### src/rtl/ahb_pkg.sv
// AHB 2.0 encodings shared by the arbiter slice, plus the fixed-burst length
// lookup used by the burst tracker.
package ahb_pkg;

  localparam logic [1:0] HTRANS_IDLE   = 2'b00;
  localparam logic [1:0] HTRANS_BUSY   = 2'b01;
  localparam logic [1:0] HTRANS_NONSEQ = 2'b10;
  localparam logic [1:0] HTRANS_SEQ    = 2'b11;

  localparam logic [2:0] HBURST_SINGLE = 3'b000;
  localparam logic [2:0] HBURST_INCR   = 3'b001;
  localparam logic [2:0] HBURST_WRAP4  = 3'b010;
  localparam logic [2:0] HBURST_INCR4  = 3'b011;
  localparam logic [2:0] HBURST_WRAP8  = 3'b100;
  localparam logic [2:0] HBURST_INCR8  = 3'b101;
  localparam logic [2:0] HBURST_WRAP16 = 3'b110;
  localparam logic [2:0] HBURST_INCR16 = 3'b111;

  localparam logic [1:0] HRESP_OKAY  = 2'b00;
  localparam logic [1:0] HRESP_ERROR = 2'b01;
  localparam logic [1:0] HRESP_RETRY = 2'b10;
  localparam logic [1:0] HRESP_SPLIT = 2'b11;

  // Beats still to come after the NONSEQ of a fixed-length burst.
  function automatic logic [4:0] burst_len(input logic [2:0] hburst);
    logic [4:0] len;
    case (hburst)
      HBURST_SINGLE, HBURST_INCR:   len = 5'd0;
      HBURST_WRAP4,  HBURST_INCR4:  len = 5'd3;
      HBURST_WRAP8,  HBURST_INCR8:  len = 5'd7;
      HBURST_WRAP16, HBURST_INCR16: len = 5'd15;
      default:                      len = 5'd0;
    endcase
    return len;
  endfunction

endpackage

### src/rtl/ahb_rr_pick.sv
// Combinational round-robin picker: first set bit of req_i searching upward
// from ptr_i+1 (wrapping), with ptr_i itself considered last.
module ahb_rr_pick #(
  parameter int N = 4
) (
  input  logic [N-1:0] req_i,
  input  logic [3:0]   ptr_i,
  output logic [N-1:0] gnt_o,
  output logic [3:0]   idx_o,
  output logic         valid_o
);

  logic hit_s;

  // Walk the candidates in priority order, latching the first hit.
  always_comb begin
    gnt_o   = '0;
    idx_o   = 4'd0;
    valid_o = 1'b0;
    hit_s   = 1'b0;
    for (int k = 1; k <= N; k++) begin
      for (int j = 0; j < N; j++) begin
        hit_s      = req_i[j] && (j == ((int'(ptr_i) + k) % N)) && !valid_o;
        gnt_o[j]   = gnt_o[j] | hit_s;
        idx_o      = hit_s ? 4'(j) : idx_o;
        valid_o    = valid_o | hit_s;
      end
    end
  end

endmodule

### src/rtl/ahb_arbiter.sv
// AHB 2.0 bus arbiter: round-robin grant that only hands over at burst
// boundaries, honours HLOCK, and masks SPLIT masters until released.
module ahb_arbiter
  import ahb_pkg::*;
#(
  parameter int NUM_MASTERS    = 4,
  parameter int DEFAULT_MASTER = 0
) (
  input  logic                   i_hclk,
  input  logic                   i_hreset_n,
  input  logic [NUM_MASTERS-1:0] i_hbusreq,
  input  logic [NUM_MASTERS-1:0] i_hlock,
  input  logic [1:0]             i_htrans,
  input  logic [2:0]             i_hburst,
  input  logic                   i_hready,
  input  logic [1:0]             i_hresp,
  input  logic [NUM_MASTERS-1:0] i_hsplit,
  output logic [NUM_MASTERS-1:0] o_hgrant,
  output logic [3:0]             o_hmaster,
  output logic                   o_hmastlock
);

  localparam logic [NUM_MASTERS-1:0] DEF_ONEHOT = NUM_MASTERS'(1'b1) << DEFAULT_MASTER;
  localparam logic [3:0]             DEF_IDX    = 4'(DEFAULT_MASTER);

  logic [NUM_MASTERS-1:0] grant_q, grant_d;
  logic [NUM_MASTERS-1:0] split_q, split_d;
  logic [3:0]             hmaster_q, hmaster_d;
  logic [3:0]             dmaster_q, dmaster_d;
  logic [3:0]             rr_q, rr_d;
  logic [4:0]             beats_q, beats_d;
  logic                   hmastlock_q, hmastlock_d;

  logic [3:0]             gidx_s;
  logic                   lock_cur_s;
  logic [NUM_MASTERS-1:0] split_set_s;
  logic [4:0]             beats_nx_s;
  logic                   arb_ok_s;
  logic [NUM_MASTERS-1:0] pick_gnt_s;
  logic [3:0]             pick_idx_s;
  logic                   pick_valid_s;

  ahb_rr_pick #(.N(NUM_MASTERS)) u_pick (
    .req_i   (i_hbusreq & ~split_q),
    .ptr_i   (rr_q),
    .gnt_o   (pick_gnt_s),
    .idx_o   (pick_idx_s),
    .valid_o (pick_valid_s)
  );

  // Grantee index and its lock request, plus the SPLIT mask set vector.
  always_comb begin
    gidx_s      = 4'd0;
    lock_cur_s  = 1'b0;
    split_set_s = '0;
    for (int k = 0; k < NUM_MASTERS; k++) begin
      gidx_s         = gidx_s | (grant_q[k] ? 4'(k) : 4'd0);
      lock_cur_s     = lock_cur_s | (grant_q[k] & i_hlock[k]);
      split_set_s[k] = (i_hresp == HRESP_SPLIT) && !i_hready && (dmaster_q == 4'(k));
    end
  end

  // Beats left once the current address phase is accepted. Arbitrating on
  // this value keeps the NONSEQ of a fixed burst from being a handover point.
  always_comb begin
    beats_nx_s = beats_q;
    case (i_htrans)
      HTRANS_NONSEQ: beats_nx_s = burst_len(i_hburst);
      HTRANS_SEQ:    beats_nx_s = (beats_q != 5'd0) ? (beats_q - 5'd1) : 5'd0;
      HTRANS_IDLE,
      HTRANS_BUSY:   beats_nx_s = beats_q;
      default:       beats_nx_s = beats_q;
    endcase
    arb_ok_s = !lock_cur_s &&
               ((beats_nx_s == 5'd0) || ((beats_nx_s == 5'd1) && (i_htrans == HTRANS_SEQ)));
  end

  // Next-state for ownership, burst tracking, grant and split mask.
  always_comb begin
    grant_d     = grant_q;
    rr_d        = rr_q;
    hmaster_d   = hmaster_q;
    hmastlock_d = hmastlock_q;
    dmaster_d   = dmaster_q;
    beats_d     = beats_q;
    split_d     = (split_q & ~i_hsplit) | split_set_s;
    if (i_hready) begin
      hmaster_d   = gidx_s;
      hmastlock_d = lock_cur_s;
      dmaster_d   = hmaster_q;
      beats_d     = beats_nx_s;
      if (arb_ok_s && pick_valid_s) begin
        grant_d = pick_gnt_s;
        rr_d    = pick_idx_s;
      end else if (arb_ok_s) begin
        grant_d = DEF_ONEHOT;
      end else begin
        grant_d = grant_q;
      end
    end else if ((i_hresp == HRESP_ERROR) || (i_hresp == HRESP_SPLIT) ||
                 (i_hresp == HRESP_RETRY)) begin
      beats_d = 5'd0;
    end else begin
      beats_d = beats_q;
    end
  end

  // State registers.
  always_ff @(posedge i_hclk or negedge i_hreset_n) begin
    if (!i_hreset_n) begin
      grant_q     <= DEF_ONEHOT;
      split_q     <= '0;
      hmaster_q   <= DEF_IDX;
      dmaster_q   <= DEF_IDX;
      rr_q        <= DEF_IDX;
      beats_q     <= 5'd0;
      hmastlock_q <= 1'b0;
    end else begin
      grant_q     <= grant_d;
      split_q     <= split_d;
      hmaster_q   <= hmaster_d;
      dmaster_q   <= dmaster_d;
      rr_q        <= rr_d;
      beats_q     <= beats_d;
      hmastlock_q <= hmastlock_d;
    end
  end

  assign o_hgrant    = grant_q;
  assign o_hmaster   = hmaster_q;
  assign o_hmastlock = hmastlock_q;

endmodule

### config.mk
export PLATFORM = sky130hd
export DESIGN_NAME = ahb_arbiter
export DESIGN_NICKNAME = d
export VERILOG_FILES = /design/src/rtl/ahb_pkg.sv /design/src/rtl/ahb_rr_pick.sv /design/src/rtl/ahb_arbiter.sv
export SDC_FILE = /design/constraint.sdc
export NUM_CORES = 1
export LEC_CHECK = 0
export ABC_AREA = 1
export CAP_MARGIN = 20
export CORE_MARGIN = 3
export CORE_UTILIZATION = 35
export CTS_CLUSTER_DIAMETER = 150
export DETAILED_ROUTE_END_ITERATION = 10
export GPL_ROUTABILITY_DRIVEN = 0
export PLACE_DENSITY = 0.59
export RECOVER_POWER = 100
export SKIP_LAST_GASP = 1
export SLEW_MARGIN = 20
export SYNTH_ARGS = -nofsm -noshare
export SYNTH_HDL_FRONTEND = slang
export SYNTH_SLANG_ARGS = --single-unit
### constraint.sdc
create_clock -name i_hclk -period 2.4 [get_ports i_hclk]
set_input_delay 0.72 -clock i_hclk [delete_from_list [all_inputs] [get_ports i_hclk]]
set_output_delay 0.72 -clock i_hclk [all_outputs]
set_load 0.01 [all_outputs]
==> metrics.md, run 1 <==
| Metric | Value |
|---|---|
| Outcome | completed |
| First-pass GRT wire length | 5823 um |
| Starting density of the core | 36.79% |
| Net switching power | 0.7653 mW |
| DRC errors left | 0 |
| Area of the mapped netlist | 1493 um^2 |
| Final setup viols | 0 |
| Max H-tree Level | 1 |
| Worst Path Required | 2.55 ns |
| Cell count after placement | 312 |
| Crit-path leading delay family | simple AND/OR/NAND/NOR gates |
| GR Overflow Total | 0 |
| Pwr dens | 893.2 nW/um^2 |
| Buffers & Inverters on Critical Path | 3 |
| DR top layer | met4 |
| Clock slew at reported path FFs | 0.07 ns |
| Proportion of layout cells with a drive suffix above 1 | 21.69% |
| Minimum clock period | 2.268 ns |
| Pre-Repair DR Iteration Count | 4 |
| Fillers | 409 |
| Worst-Skew Late Latency | 0.26 ns |
| Antenna Nets Post-Route | 0 |
| Pleak | 1.084 nW |
| Post-synthesis average cell area | 6.943 um^2 |
| Comb pwr share | 55.4% |
| DR WL met3 | 184 um |
| M1 WL | 1763 um |
| Die width | 71.31 um |
| Max-cap violation count | 0 |
| Post-detail-place hpwl | 2861 um |
| Area Growth Syn to Fin | 42.92% |
| CP dominant cell by count | nand2_1 |
| Largest net degree at the start of global routing | 21 |
| Sequential Power Share | 27.2% |
| Final hold slack | 0.4945 ns |
| Vias | 1479 |
| I/O Buffers | 27 |
| Final worst path period share | 94.48% |
| Seq/Total Area, Yosys | 33.61% |
| Post-CTS Hold Fix Bufs | 0 |
| F_max | 0.4410 GHz |
| Final Max Tran Viols | 0 |
| Total Wirelength | 3513 um |
| Clock Skew | 0.002988 ns |
| Clk sinks | 20 |
| Root buf cell | clkbuf_8 |
| Crit Path Max Fanout | 3 |
| Total CTS buffers | 3 |
| N_diodes | 0 |
| Slew headroom | 32.00% |
| Die Footprint | 5084 um^2 |
| Tightest Pin Transition | 1.020 ns |
| IO Pins | 31 |
| Starting DRT DRC Count | 92 |
| Clk pwr share | 17.5% |
| Crit. End Element | flop |
| Yosys reg bits | 20 |
| Number of global-route vias before repair | 1320 |
| Switching Fraction | 40.16% |
| TritonCTS clock tree | built |
| CP max stage cell | clkdlybuf4s50_1 |
| Ys Warns | 0 |
| Die height | 71.31 um |
| Final Hold Viols | 0 |
| Hold Path Class | reg2reg |
| Floorplan row count | 23 |
| Synth unique cells | 34 |
| Routed length per instance | 10.91 um |
| Layout net count | 297 |
| CP startpoint kind | input pin |
| Critical Path Max Stage Delay | 0.47 ns |
| CTS Buffer Depth | 2 |
| Met2 WL | 1552 um |
| Core Area | 4058 um^2 |
| RSZ-0062 raised after global routing | yes |
| Via/cell ratio | 4.593 |
| Gr usage total | 13.90% |
| Pint | 1.140 mW |
| Total Power | 1.906 mW |
| Peak VDD IR | 0.0003969 V |
| CP Class | in2reg |
| Syn Inst Count | 215 |
| Initial antenna violation count | 0 |
| Final std cells w/o fill | 322 |
| CP cell instances | clkdlybuf4s50_1 > inv_1 > or2_1 > nor3_2 > nor2_1 > o21ai_0 > a21oi_1 > nor2_1 > nand4_2 > inv_1 > nand2_1 > nand2_1 > nand2_1 |
| Worst Path Arrival | 2.42 ns |
## worst paths after layout
check | startpoint | to | slack, ns | cells past startpoint
worst max-delay path | i_htrans[1] | rr_q[0] | 0.13 | 13
worst min-delay path | o_hmastlock | o_hmastlock | 0.49 | 2
worst max register to register | rr_q[1] | o_hgrant[3] | 0.34 | 13
worst min register to register | o_hmastlock | o_hmastlock | 0.49 | 2
max in group asynchronous | i_hreset_n | split_q[0] | 0.63 | 2
min in group asynchronous | i_hreset_n | beats_q[4] | 1.15 | 2
## state kept, by name, indices dropped and copies added, names as in the netlist
register     flops
dmaster_q        2
rr_q             2
o_hmastlock      1
o_hgrant         4
beats_q          5
o_hmaster        2
split_q          4
## timing repair
action | 4_1_cts | 5_1_grt
hold endpoints to repair | 0 | 0
resized for setup | 0 | 16
buffers inserted | 0 | 6
endpoints found under the setup margin | 0 | 6
## kinds of logic after synthesis
group                      share of synthesized area [%]
and+or+nand+nor                                    39.23
buffers and inverters                              12.82
AOI/OAI and AO/OA                                  10.65
DFF                                                33.61
xor gates and xnor gates                           1.761
adders and majority gates                          1.676
other                                             0.2512
## area by class of cell
| cell class | count | area (um^2) | share of cell area [%] |
|---|---|---|---|
| clock buffers | 3 | 41.29 | 1.935 |
| well taps | 50 | 62.56 | 2.933 |
| repair buffers | 55 | 480.5 | 22.52 |
| clock inverters | 1 | 30.03 | 1.408 |
| multi-input cells | 147 | 844.6 | 39.59 |
| inverters | 46 | 172.7 | 8.094 |
| flip-flops and latches | 20 | 501.7 | 23.52 |
## stage by stage
step | cell area [um^2] | setup slack (ns) | util, % | setup TNS [ns]
floorplan | 1496 | 0.3931 | - | 0
global placement | 1976 | -0.1662 | 48.69 | -0.9010
detailed placement | 1976 | -0.1834 | 48.69 | -1.028
CTS | 2047 | 0.08984 | 50.45 | 0
global route | 2133 | -0.01098 | 52.57 | -0.01098
finish | 2133 | 0.1324 | 52.57 | 0
## Yosys cell counts, drive strengths merged
cell type,n,area (um^2)
nor2,31,143.9
dfstp,1,26.28
o31ai,1,7.510
a21oi,5,25.02
ha,2,25.02
o32ai,2,17.52
inv,46,172.7
o21ai,8,40.04
nand2,54,212.7
xor2,3,26.28
conb,1,3.750
or2,2,12.52
nand4,14,115.1
nand3,7,47.55
clkbuf,1,3.750
o211ai,1,7.510
nor3,5,46.30
a21o,1,7.510
nand3b,1,7.510
o22ai,6,37.54
a22oi,1,7.510
dfrtp,19,475.5
o221ai,1,8.760
buf,2,15.01
## power by group through the flow
stage / sequential, mW / clock, mW / combinational [mW]
after CTS: 0.520 / 0.340 / 0.993
final: 0.518 / 0.333 / 1.05
after global routing: 0.537 / 0.352 / 1.19
after detailed placement: 0.524 / 0 / 0.989
after floorplan: 0.533 / 0 / 0.623
after global placement: 0.525 / 0 / 0.982
## worst min-delay path: stages, from the launching register on
cell and delay (ns):
dfrtp_1 0.35, nand2_1 0.05, nand2_1 0.06
## layout by cell type (no fill, tap or decap), drive strengths merged, types with 2 or more instances in the layout
cell type      Yosys  layout
a21oi              5       5
buf                2      26
clkbuf             1       5
clkdlybuf4s50      0      17
conb               1       2
dfrtp             19      19
dlygate4sd3        0       7
dlymetal6s2s       0       3
ha                 2       2
inv               46      46
nand2             54      54
nand3              7       7
nand4             14      14
nor2              31      31
nor3               5       5
o21ai              8       8
o22ai              6       6
o32ai              2       2
or2                2       2
xor2               3       3
## per-layer routing
layer	up-vias	global-route usage [%]
met3	2	2.945
li1	794	-
met2	28	20.82
met1	655	20.61
met5	-	0
met4	0	2.923
No activity file was read; power rests on OpenSTA's default activity.
==> inputs of run 2 (changes only) <==
Settings changed: RECOVER_POWER 100 to 25.
==> run 2 against run 1 <==
Effect of this change: first-iteration DRC count decreased by 3.3%; combinational power about the same; global-route usage unchanged; sequential power about the same; clock power about the same; via count increased by 0.14%; critical endpoint unchanged; largest cell class unchanged; largest power group unchanged.
==> metrics.md, run 2 (synthesis gave the netlist of run 1 again) <==
| Metric | Value |
|---|---|
| Largest net degree at the start of global routing | 21 (unchanged) |
| Worst reg-to-reg setup slack | 0.34 ns (about the same) |
| Clock slew at reported path FFs | 0.08 ns (about the same) |
| Dpl cell area | 1976 um^2 (unchanged) |
| Final Hold Viols | 0 (unchanged) |
| Origin of the critical flop-to-flop path | rr_q[1] |
| Crit. End Element | flop |
| Minimum clock period | 2.267 ns (-0.0004920 ns) |
| Routed length per instance | 10.92 um (about the same) |
| Root buf cell | clkbuf_8 |
| N_diodes | 0 (unchanged) |
| Antenna Nets Post-Route | 0 (unchanged) |
| Util after Layout | 52.67% (+0.092 points) |
| Slew headroom | 32.00% (about the same) |
| Max H-tree Level | 1 (unchanged) |
| Worst Path Required | 2.56 ns (about the same) |
| Commonest non-fill, non-tap cell in the layout | nand2_1 |
| Cell count after placement | 312 (unchanged) |
| Die Footprint | 5084 um^2 (unchanged) |
| Final worst path period share | 94.46% (about the same) |
| Worst Path Arrival | 2.42 ns (about the same) |
| Pwr dens | 900.3 nW/um^2 (+0.79%) |
| Area Growth Syn to Fin | 43.17% |
| GR Overflow Total | 0 (unchanged) |
| I/O Buffers | 27 (unchanged) |
| Layout net count | 297 (unchanged) |
| Outcome | completed |
| CP Class | in2reg |
| Vias | 1481 (+0.14%) |
| CTS Buffer Depth | 2 (unchanged) |
| Clock Skew | 0.003358 ns (+0.0003704 ns) |
| Met2 WL | 1555 um (+0.19%) |
| Number of global-route vias before repair | 1320 (unchanged) |
| Reg2Reg Capture Point | o_hgrant[3] |
| First-pass GRT wire length | 5823 um (unchanged) |
| Starting DRT DRC Count | 89 (-3.3%) |
| Total Wirelength | 3516 um (about the same) |
| Clk sinks | 20 (unchanged) |
| Crit Path Max Fanout | 3 (unchanged) |
| Post-detail-place hpwl | 2861 um (unchanged) |
| Max reg flops | 5 (unchanged) |
| RSZ-0062 raised after global routing | yes |
| Max-cap violation count | 0 (unchanged) |
| Pleak | 1.075 nW (-0.80%) |
| Die width | 71.31 um (unchanged) |
| TritonCTS clock tree | built |
| Hold Path Depth | 2 (unchanged) |
| DR WL met3 | 184 um (unchanged) |
| HP Start | o_hmastlock |
| Largest reg by FF count | beats_q |
| Commonest non-fill, non-tap cells in the layout | nand2_1, inv_1, buf_4 |
| DR top layer | met4 |
| F_max | 0.4411 GHz (about the same) |
| Gr usage total | 13.90% (unchanged) |
| CP startpoint kind | input pin |
| Pre-Repair DR Iteration Count | 4 (unchanged) |
| Final setup viols | 0 (unchanged) |
| Peak VDD IR | 0.0003976 V (+0.17%) |
| Final Cell Area | 2137 um^2 (+0.18%) |
| WHS Endpoint | o_hmastlock |
| Initial antenna violation count | 0 (unchanged) |
| Final std cells w/o fill | 322 (unchanged) |
| Proportion of layout cells with a drive suffix above 1 | 22.06% (+0.37 points) |
| Total CTS buffers | 3 (unchanged) |
| DRC errors left | 0 (unchanged) |
| Hold Path Class | reg2reg |
| Core Area | 4058 um^2 (unchanged) |
| M1 WL | 1763 um (unchanged) |
| Floorplan row count | 23 (unchanged) |
| Tightest Pin Transition | 1.020 ns (+0.00001818 ns) |
| IO Pins | 31 (unchanged) |
| Starting density of the core | 36.79% (unchanged) |
| Worst-Skew Late Latency | 0.26 ns (about the same) |
| Final Max Tran Viols | 0 (unchanged) |
| R2r worst-path depth | 13 (unchanged) |
| Total Power | 1.924 mW (+0.97%) |
| Via/cell ratio | 4.599 (+0.14%) |
| Die height | 71.31 um (unchanged) |
## run 2: cell count changes in the layout (fill, tap and decap cells not counted), sizes merged
| cell | delta |
|---|---|
| buf | +1 |
| clkbuf | -1 |
| dlygate4sd3 | -6 |
| clkdlybuf4s50 | +6 |
## run 2: worst max path at each step
| stage | start | end | slack (ns) | cells past startpoint |
|---|---|---|---|---|
| floorplan | i_hbusreq[1] | rr_q[1] | 0.39 | 14 |
| global placement | i_htrans[1] | rr_q[0] | -0.17 | 13 |
| detailed placement | i_hbusreq[2] | rr_q[1] | -0.18 | 15 |
| CTS | i_hbusreq[2] | o_hgrant[2] | 0.09 | 15 |
| global route | i_htrans[1] | o_hgrant[3] | -0.01 | 12 |
| finish | i_htrans[1] | rr_q[0] | 0.13 | 13 |
## run 2: layout make-up
type | count | area, um^2
fillers | 409 | 1921
repair buffers | 55 | 484.2
well taps | 50 | 62.56
clock buffers | 3 | 41.29
inverters | 46 | 172.7
clock inverters | 1 | 30.03
multi-input cells | 147 | 844.6
flip-flops and latches | 20 | 501.7
## run 2: report_power, final
part	switching (mW)	internal (mW)
registers	0.0838	0.436
clock network	0.111	0.222
logic	0.574	0.497
## run 2: repair_timing
action,4_1_cts,5_1_grt
endpoints found under the setup margin,0,6
hold buffers,0,0
buffers inserted,0,6
resized for setup,0,16
## run 2: metal layers
| metal | vias up | GRT usage, % |
|---|---|---|
| met1 | 657 | 20.61 |
| met4 | 0 | 2.923 |
| met3 | 2 | 2.945 |
| li1 | 794 | - |
| met5 | - | 0 |
| met2 | 28 | 20.82 |
## run 2: worst max-delay path: stages
cell	delay, ns
clkdlybuf4s50_1	0.47
inv_1	0.05
or2_1	0.24
nor3_2	0.13
nor2_1	0.06
o21ai_0	0.09
a21oi_1	0.07
nor2_1	0.13
nand4_2	0.13
inv_1	0.12
nand2_1	0.09
nand2_1	0.06
nand2_1	0.05
## run 2: through the flow
| stage | hold WS (ns) | TNS (ns) | setup WS, ns |
|---|---|---|---|
| floorplan | 0.4244 | 0 | 0.3931 |
| global placement | 0.4663 | -0.9010 | -0.1662 |
| detailed placement | 0.4860 | -1.028 | -0.1834 |
| CTS | 0.5045 | 0 | 0.08984 |
| global route | 0.5293 | -0.01098 | -0.01098 |
| finish | 0.4993 | 0 | 0.1329 |
==> inputs of run 3 (changes only) <==
Settings changed: PLACE_DENSITY 0.59 to 0.61.
Clock period 2.4 ns to 1.8 ns, I/O delays scaled along.
==> run 3 against run 2 <==
Effect of this change: the run now ends with negative setup slack left; sequential share of layout area decreased by 1.9 points; highest routed layer unchanged; sequential power increased by 33%; register-to-register slack got worse by 0.43 ns; via count up 9.0%; critical path depth rose by 2; count of clock-buffer cells in the layout grew 1.
==> metrics.md, run 3 (synthesis gave the netlist of run 1 again) <==
| Metric | Value |
|---|---|
| Setup TNS | -0.5368 ns (-0.5368 ns) |
| Post-CTS Hold Fix Bufs | 0 (unchanged) |
| Cell count after placement | 326 (+4.5%) |
| Area Growth Syn to Fin | 56.50% |
| Clk pwr share | 11.1% (-6.2 points) |
| Core Area | 4058 um^2 (unchanged) |
| Final Hold Viols | 0 (unchanged) |
| Gr usage total | 16.47% (+2.6 points) |
| Worst-Skew Late Latency | 0.25 ns (about the same) |
| Final setup viols | 6 (+6) |
| Pre-CTS WS | -0.6195 ns (-0.4362 ns) |
| CP startpoint kind | input pin |
| Total Power | 2.657 mW (+38%) |
| Crit Path Max Fanout | 5 (+2) |
| Minimum clock period | 1.906 ns |
| Largest net degree at the start of global routing | 21 (unchanged) |
| DRC errors left | 0 (unchanged) |
| Initial antenna violation count | 0 (unchanged) |
| CP dominant cell by count | nor2_4 |
| Max-cap violation count | 0 (unchanged) |
| Final Max Tran Viols | 0 (unchanged) |
| Worst Path Arrival | 2.05 ns (-0.37 ns) |
| CP Class | in2reg |
| Max H-tree Level | 1 (unchanged) |
| Comb pwr share | 62.8% (+7.1 points) |
| TritonCTS clock tree | built |
| Max reg flops | 5 (unchanged) |
| Number of global-route vias before repair | 1585 (+20%) |
| Die height | 71.31 um (unchanged) |
| RSZ-0062 raised after global routing | yes |
| F_max | 0.5248 GHz |
| Largest reg by FF count | beats_q |
| Layout net count | 319 (+7.4%) |
| Pleak | 1.163 nW (+8.2%) |
| Final worst path period share | 105.9% |
| Hold Path Class | reg2reg |
| Failing checks | negative setup slack |
| Pre-Repair DR Iteration Count | 4 (unchanged) |
| Fin worst setup slack | -0.1055 ns (-0.2384 ns) |
| Total Wirelength | 3974 um (+13%) |
| First-pass GRT wire length | 6927 um (+19%) |
| Root buf cell | clkbuf_8 |
| Commonest non-fill, non-tap cell in the layout | nand2_1 |
| Proportion of layout cells with a drive suffix above 1 | 32.31% (+10 points) |
| N_diodes | 0 (unchanged) |
| Pwr dens | 1137 nW/um^2 (+26%) |
| Die width | 71.31 um (unchanged) |
| Worst Path Required | 1.95 ns (-0.61 ns) |
| Critical Path Max Stage Delay | 0.17 ns (-0.30 ns) |
| Pint | 1.554 mW (+34%) |
| Starting DRT DRC Count | 64 (-28%) |
| Post-detail-place hpwl | 3117 um (+9.0%) |
| Outcome | finished with violations |
| Clock slew at reported path FFs | 0.07 ns (about the same) |
| Die Footprint | 5084 um^2 (unchanged) |
| IO Pins | 31 (unchanged) |
| Vias | 1615 (+9.0%) |
| CP cell instances | clkdlybuf4s15_1 > inv_2 > nor2_4 > nand2_2 > nand3_4 > nor2_4 > nand4_4 > nor2_4 > nand4_4 > nor2_4 > nand4_1 > nor2_2 > nor2_4 > nand2_1 > nand2_1 |
| Total CTS buffers | 3 (unchanged) |
| Net switching power | 1.103 mW (+44%) |
| Switching Fraction | 41.52% (+1.6 points) |
| GR Overflow Total | 0 (unchanged) |
| Starting density of the core | 36.79% (unchanged) |
| Via/cell ratio | 4.695 (+2.1%) |
| Peak VDD IR | 0.0005319 V (+34%) |
| Antenna Nets Post-Route | 0 (unchanged) |
| CTS Buffer Depth | 2 (unchanged) |
| Crit. End Element | flop |
| CP max stage cell | clkdlybuf4s15_1 |
| I/O Buffers | 27 (unchanged) |
| Commonest non-fill, non-tap cells in the layout | nand2_1, buf_4, inv_1 |
| Clock Skew | 0.001164 ns (-0.002194 ns) |
| Sequential Power Share | 26.0% (-1.0 points) |
| Final hold slack | 0.4833 ns (-0.01603 ns) |
| Final std cells w/o fill | 344 (+6.8%) |
| Clk sinks | 20 (unchanged) |
| Routed length per instance | 11.55 um (+5.8%) |
| Floorplan row count | 23 (unchanged) |
-- run 3: cell types whose count changed in the layout (fill, tap and decap cells not counted), sizes merged --
cell | previous run | this run
dlygate4sd2 | 0 | 4
clkbuf | 4 | 5
buf | 27 | 49
clkdlybuf4s15 | 0 | 3
bufinv | 1 | 0
dlymetal6s2s | 3 | 0
clkdlybuf4s50 | 23 | 19
-- run 3: per-stage QoR --
step / utilization (%) / cell area, um^2
after global routing: 57.57 / 2336
after floorplan: - / 1513
after detailed placement: 51.99 / 2110
after CTS: 55.97 / 2271
final: 57.57 / 2336
after global placement: 51.99 / 2110
-- run 3: final cells by class --
| cell class | count | area, um^2 |
|---|---|---|
| clock buffer | 4 | 45.04 |
| inverter | 46 | 172.7 |
| timing repair buffer | 77 | 658.1 |
| tap | 50 | 62.56 |
| fill | 394 | 1722 |
| sequential | 20 | 504.2 |
| multi-input combinational | 147 | 893.4 |
-- run 3: worst paths after layout --
kind	start	endpoint	slack [ns]	depth (start not counted)
worst max-delay path	i_hbusreq[1]	rr_q[1]	-0.11	15
worst min-delay path	o_hmastlock	o_hmastlock	0.48	2
worst max register to register	rr_q[1]	rr_q[1]	-0.09	14
worst min register to register	o_hmastlock	o_hmastlock	0.48	2
max in group asynchronous	i_hreset_n	rr_q[1]	0.66	2
min in group asynchronous	i_hreset_n	beats_q[4]	0.77	2
-- run 3: worst max-delay path: cells and delay by family --
kind | cells | cell delay (ns)
buf+inv | 2 | 0.23
simple gates | 13 | 1.27
-- run 3: metal layers --
layer | vias up | part of all wire [%] | global-route usage, %
met5 | - | 0 | 0
met4 | 0 | 0.96 | 3.549
li1 | 842 | - | -
met1 | 726 | 48 | 22.58
met2 | 43 | 46 | 26.02
met3 | 4 | 5.5 | 4.488
-- run 3: power groups by stage --
stage	Sequential, mW	Clock, mW	Combinational (mW)
2_1_floorplan	0.711	0	0.864
3_5_place_dp	0.705	0	1.49
3_3_place_gp	0.703	0	1.47
4_1_cts	0.706	0.308	1.59
5_1_grt	0.712	0.329	1.86
6_report	0.692	0.296	1.67
-- run 3: repair_timing --
action                                  in CTS  in global routing
setup buffers                                9                  5
gates cloned                                 0                  0
pin swaps                                   22                 15
endpoints found under the setup margin       7                  9
resized for setup                           31                 10
